## src/rtl/mem_access_ctrl.sv

```systemverilog
// -----------------------------------------------------------------------------
// mem_access_ctrl
// Initiator-side memory interface between the Mini SRC datapath and a
// single-port RAM with combinational read data. One read or write request is
// accepted per req/done handshake. The address (MAR) and write data (MDR) are
// frozen for the whole access, and WAIT_CYCLES wait states are inserted before
// the write strobe is driven or the read data is sampled. Addresses that do
// not fit in the RAM are flagged and never reach the write strobe.
//
// Ports
//   clk         system clock, all state changes on the rising edge
//   rst_n       asynchronous active-low reset
//   req         request strobe, sampled only in IDLE
//   rd_wr_n     1 = read, 0 = write, sampled with req
//   cpu_addr    32-bit word address, sampled with req
//   cpu_wdata   write data, sampled with req
//   busy        high whenever the FSM is not in IDLE
//   done        one-cycle completion pulse (DONE state)
//   addr_err    high with done when the latched address was out of range
//   rd_data     last read result, held until the next read completes
//   mem_r_addr  RAM read address  (MAR low bits)
//   mem_w_addr  RAM write address (MAR low bits)
//   mem_w_data  RAM write data    (MDR)
//   mem_wr_en   RAM write strobe, one cycle per valid write
//   mem_r_data  RAM combinational read data
// -----------------------------------------------------------------------------
module mem_access_ctrl #(
  parameter int depth       = 9,
  parameter int width       = 32,
  parameter int WAIT_CYCLES = 1
) (
  input  logic             clk,
  input  logic             rst_n,
  input  logic             req,
  input  logic             rd_wr_n,
  input  logic [31:0]      cpu_addr,
  input  logic [width-1:0] cpu_wdata,
  output logic             busy,
  output logic             done,
  output logic             addr_err,
  output logic [width-1:0] rd_data,
  output logic [depth-1:0] mem_r_addr,
  output logic [depth-1:0] mem_w_addr,
  output logic [width-1:0] mem_w_data,
  output logic             mem_wr_en,
  input  logic [width-1:0] mem_r_data
);

  typedef enum logic [1:0] {
    IDLE   = 2'd0,
    ACCESS = 2'd1,
    DONE   = 2'd2
  } state_t;

  localparam logic [3:0] WAIT_INIT = 4'(WAIT_CYCLES);

  state_t           state_r;
  state_t           state_nxt_s;
  logic [depth-1:0] mar_r;
  logic [width-1:0] mdr_r;
  logic [width-1:0] rd_data_r;
  logic [3:0]       cnt_r;
  logic             op_r;
  logic             err_r;
  logic             access_last_s;

  // Any address bit above the RAM index range makes the request invalid.
  function automatic logic addr_out_of_range(input logic [31:0] addr);
    return (addr >> depth) != 32'd0;
  endfunction

  // The final ACCESS cycle is the one where the wait counter has run out.
  assign access_last_s = (state_r == ACCESS) && (cnt_r == 4'd0);

  // Next-state logic for the IDLE -> ACCESS -> DONE -> IDLE handshake.
  always_comb begin
    state_nxt_s = state_r;
    case (state_r)
      IDLE: begin
        if (req) begin
          state_nxt_s = ACCESS;
        end else begin
          state_nxt_s = IDLE;
        end
      end
      ACCESS: begin
        if (access_last_s) begin
          state_nxt_s = DONE;
        end else begin
          state_nxt_s = ACCESS;
        end
      end
      DONE:    state_nxt_s = IDLE;
      default: state_nxt_s = IDLE;
    endcase
  end

  // State register.
  always_ff @(posedge clk or negedge rst_n) begin
    if (!rst_n) begin
      state_r <= IDLE;
    end else begin
      state_r <= state_nxt_s;
    end
  end

  // Request latch, wait counter and read-data capture.
  always_ff @(posedge clk or negedge rst_n) begin
    if (!rst_n) begin
      mar_r     <= '0;
      mdr_r     <= '0;
      rd_data_r <= '0;
      cnt_r     <= 4'd0;
      op_r      <= 1'b0;
      err_r     <= 1'b0;
    end else begin
      case (state_r)
        IDLE: begin
          if (req) begin
            mar_r <= cpu_addr[depth-1:0];
            mdr_r <= cpu_wdata;
            op_r  <= rd_wr_n;
            err_r <= addr_out_of_range(cpu_addr);
            cnt_r <= WAIT_INIT;
          end
        end
        ACCESS: begin
          if (cnt_r != 4'd0) begin
            cnt_r <= cnt_r - 4'd1;
          end else if (op_r) begin
            // An out-of-range read returns zero rather than aliased RAM data.
            rd_data_r <= err_r ? '0 : mem_r_data;
          end
        end
        default: begin
        end
      endcase
    end
  end

  // Status and RAM-side outputs decode straight from registered state so
  // that an asynchronous reset clears them without waiting for a clock edge.
  assign busy       = (state_r != IDLE);
  assign done       = (state_r == DONE);
  assign addr_err   = (state_r == DONE) && err_r;
  assign mem_wr_en  = access_last_s && !op_r && !err_r;
  assign rd_data    = rd_data_r;
  assign mem_r_addr = mar_r;
  assign mem_w_addr = mar_r;
  assign mem_w_data = mdr_r;

endmodule

```

## config.mk

```make
export PLATFORM = sky130hd
export DESIGN_NAME = mem_access_ctrl
export DESIGN_NICKNAME = d
export VERILOG_FILES = /design/src/rtl/mem_access_ctrl.sv
export SDC_FILE = /design/constraint.sdc
export NUM_CORES = 1
export LEC_CHECK = 0
export BUFFER_PORTS_ARGS = -buffer_cell sky130_fd_sc_hd__buf_2
export CAP_MARGIN = 20
export CORE_ASPECT_RATIO = 1.4
export CORE_MARGIN = 8
export CORE_UTILIZATION = 48
export DETAILED_ROUTE_END_ITERATION = 8
export PLACE_DENSITY_LB_ADDON = 0.12
export SLEW_MARGIN = 15
export SYNTH_ARGS = -nofsm -noshare
export SYNTH_HDL_FRONTEND = slang
export SYNTH_SLANG_ARGS = --single-unit
export TNS_END_PERCENT = 5
```

## constraint.sdc

```tcl
create_clock -name clk -period 3.9 [get_ports clk]
set_input_delay 0.195 -clock clk [delete_from_list [all_inputs] [get_ports clk]]
set_output_delay 0.195 -clock clk [all_outputs]
set_load 0.02 [all_outputs]
```

==> impl_metrics.toml <==
[clock_network]
clkLatencyLatePin_ns = 0.34
cts_tree = "built"
h-tree-depth = 3
cts_buffers = 9
clock-sinks = 81
cts_buffer_depth = 2
path_clk_slew_ns = 0.08
clock-root-buffer = "clkbuf_8"

[grt]
grt_pass1_wl_um = 14000
track_usage_pct = 17.6
grt_max_degree = 82
first_global_vias = 2933
antenna_found_initial = 0
grt-ovfl-total = 0

[sta]
period_needed_ns = 2.25
fin_skew_ns = 0.00833
fin_crit_sh_pct = 57.8
hold_viol_final = 0
relSlewSlack_pct = 46.2
max_freq_mhz = 444
drv_slew = 0
setup_violations = 0
setup-tns-final_ns = 0
worst_slew_pin_slew_ns = 0.803
rsz0062_at_grt = "false"
whs_ns = 0.0404

[setup_path]
critPathMaxFanout = 4
crit_required_ns = 3.70
slowest_delay_ns = 0.51
worstPathArrival_ns = 2.06
worstSetupPathType = "register to output port"
crit_buf_inv = 2
rr_endpoint = "rd_data[17]"
worstPathCellList = "inv_1 > ha_1 > or3b_2 > nor4_1 > buf_2"
cp-start-kind = "register"
reg2regPathDepth = 5
crit_path_top_delay_cell = "or3b_2"
critical_path.top_delay_family = "simple AND/OR/NAND/NOR gates"
r2r-start = "cnt_r[0]"
end_kind = "output port"
r2r_slack_ns = 1.97

[synth]
syn_area_mm2 = 0.00349
ys_warn_count = 0
synth_edf_count = 0
synth_flop_cell = "dfrtp_1"
synth.most_common_cell = "nand2_1"
syn-num-nets = 434
yosysUniqueCellTypes = 33
synth_xor_area_share_pct = 0
seq_area_frac_synth_pct = 58.1
synth-simple-area-share_pct = 24.6
syn_inst = 333
synth_area_leaders = "dfrtp_1 58%, nand2_1 14%, mux2_2 9.0%, nor2b_1 5.9%, buf_4 1.9%"
async_reset_ff_share_pct = 100
yosys.area.top_type = "dfrtp_1"
synthMuxAreaShare_pct = 11.0
netlist.area_leader.share_pct = 58.1
syn_avg_cell_area_um2 = 10.5
synthAdderAreaFrac_pct = 0.359
netlist_top_cells_count = "127 x nand2_1, 81 x dfrtp_1, 33 x nor2b_1, 28 x mux2_2, 9 x buf_4"
ys_ff_latch = 81
synth_compound_area_share_pct = 1.18
synth_top_family_by_area = "simple AND/OR/NAND/NOR gates"

[place]
io_buffers = 185
dp_hpwl_um = 6640
post_dp_cell_area_mm2 = 0.00440
gp_congestion = 0.742

[floorplanning]
die_h_um = 117
pin_count = 186
core_area_mm2 = 0.00722
die_area_mm2 = 0.0103
row_count = 37
die_w_um = 88.1
initial_core_util_pct = 48.3

[cells_and_area]
finalInstanceArea_mm2 = 0.00463
n_antenna_cell = 0
fillerInstances = 652
areaGrowthSynthToFinish_pct = 32.7
drive_above_1_share_pct = 46.7
fin_nets = 610

[job]
maxCapViolCount = 0

[outcome]
status = "finished clean"

[pwr]
pwr_density_cell_mw_per_mm2 = 735
p_total_mw = 3.40
leakage_nw = 2.65
peakVddDrop_mv = 0.441

[min_path]
hold_class = "input port to register"
min_to = "mem_w_data[19]"
hold_path_depth = 3
min-delay-start = "cpu_wdata[19]"

[route]
vias = 2853
wirelength_um = 9030
drc = 0
dr.pass1.iters = 4
wire_per_inst_um = 14.8
drt_first_iter_violations = 67
vias_per_cell = 4.67
ant_nets = 0
layout by cell type (no fill, tap or decap), types with 2 or more instances in the layout:
master	count
clkbuf_8	11
nand3_1	3
dfrtp_1	81
clkbuf_1	2
o21ai_0	3
buf_4	3
nor4_1	6
buf_2	184
nand2_1	127
nor2b_1	33
mux2_4	4
inv_1	2
clkinv_2	3
or4_1	2
mux2_2	28
a21oi_1	2
logic make-up after synthesis:
group,count (synthesis)
buf+inv,27
fa+ha+maj,1
compound gates,7
flops,81
mux,33
simple gates,184
worst max path at each step:
stage             endpoint  slack (ns)  cells after the start  startpoint
3_5_place_dp   rd_data[17]        1.99                      5    cnt_r[0]
6_report         mem_wr_en        1.65                      5    cnt_r[0]
5_1_grt          mem_wr_en        1.50                      5    cnt_r[0]
2_1_floorplan    mem_wr_en        1.99                      4    cnt_r[0]
4_1_cts          mem_wr_en        1.65                      5    cnt_r[0]
3_3_place_gp   rd_data[17]        2.03                      5    cnt_r[0]
power breakdown:
group / internal, mW / total, mW / leakage, nW / switching, mW
clock: 0.264 / 0.539 / 0.0932 / 0.275
combinational: 0.546 / 1.50 / 1.52 / 0.950
sequential: 1.17 / 1.37 / 1.04 / 0.197
routing by layer:
| metal | vias up | track usage, % | share of wire [%] |
|---|---|---|---|
| met4 | 0 | 6.46 | 1.1 |
| met2 | 110 | 28.0 | 49 |
| li1 | 1401 | - | - |
| met1 | 1336 | 20.7 | 39 |
| met5 | - | 0 | 0 |
| met3 | 6 | 7.34 | 10 |
stage by stage:
| stage | utilization [%] | std cells | setup WS (ns) |
|---|---|---|---|
| floorplan | - | 333 | 1.99 |
| global placement | 61.0 | 592 | 2.03 |
| detailed placement | 61.0 | 592 | 1.99 |
| CTS | 63.4 | 608 | 1.65 |
| global route | 64.1 | 611 | 1.50 |
| finish | 64.1 | 611 | 1.65 |
worst register-to-register path, delay by kind of cell, from the launching register on:
kind,cells,cell delay (ns)
muxes,1,0.44
DFF,1,0.41
buffers and inverters,1,0.07
adders and majority gates,1,0.18
and+or+nand+nor,2,0.72
layout make-up:
| class | count | area (um^2) | share of cell area [%] |
|---|---|---|---|
| clock buffers | 13 | 159 | 3.43 |
| multi-input cells | 225 | 1300 | 28.2 |
| clock inverters | 3 | 15.0 | 0.324 |
| inverters | 2 | 7.51 | 0.162 |
| well taps | 97 | 121 | 2.62 |
| repair buffers | 190 | 996 | 21.5 |
| flip-flops and latches | 81 | 2030 | 43.8 |
state kept, by name (all words and copies together), names as in the netlist:
signal	cells
rd_data	32
state_r	2
cnt_r	4
mem_w_data	32
mem_r_addr	9
op_r	1
err_r	1
what timing repair did:
item,in CTS,in global routing
resized for setup,0,0
hold buffers,0,1
buffers inserted,0,0
endpoints found under the hold margin,0,32
Power figures use the tool's default switching activity.
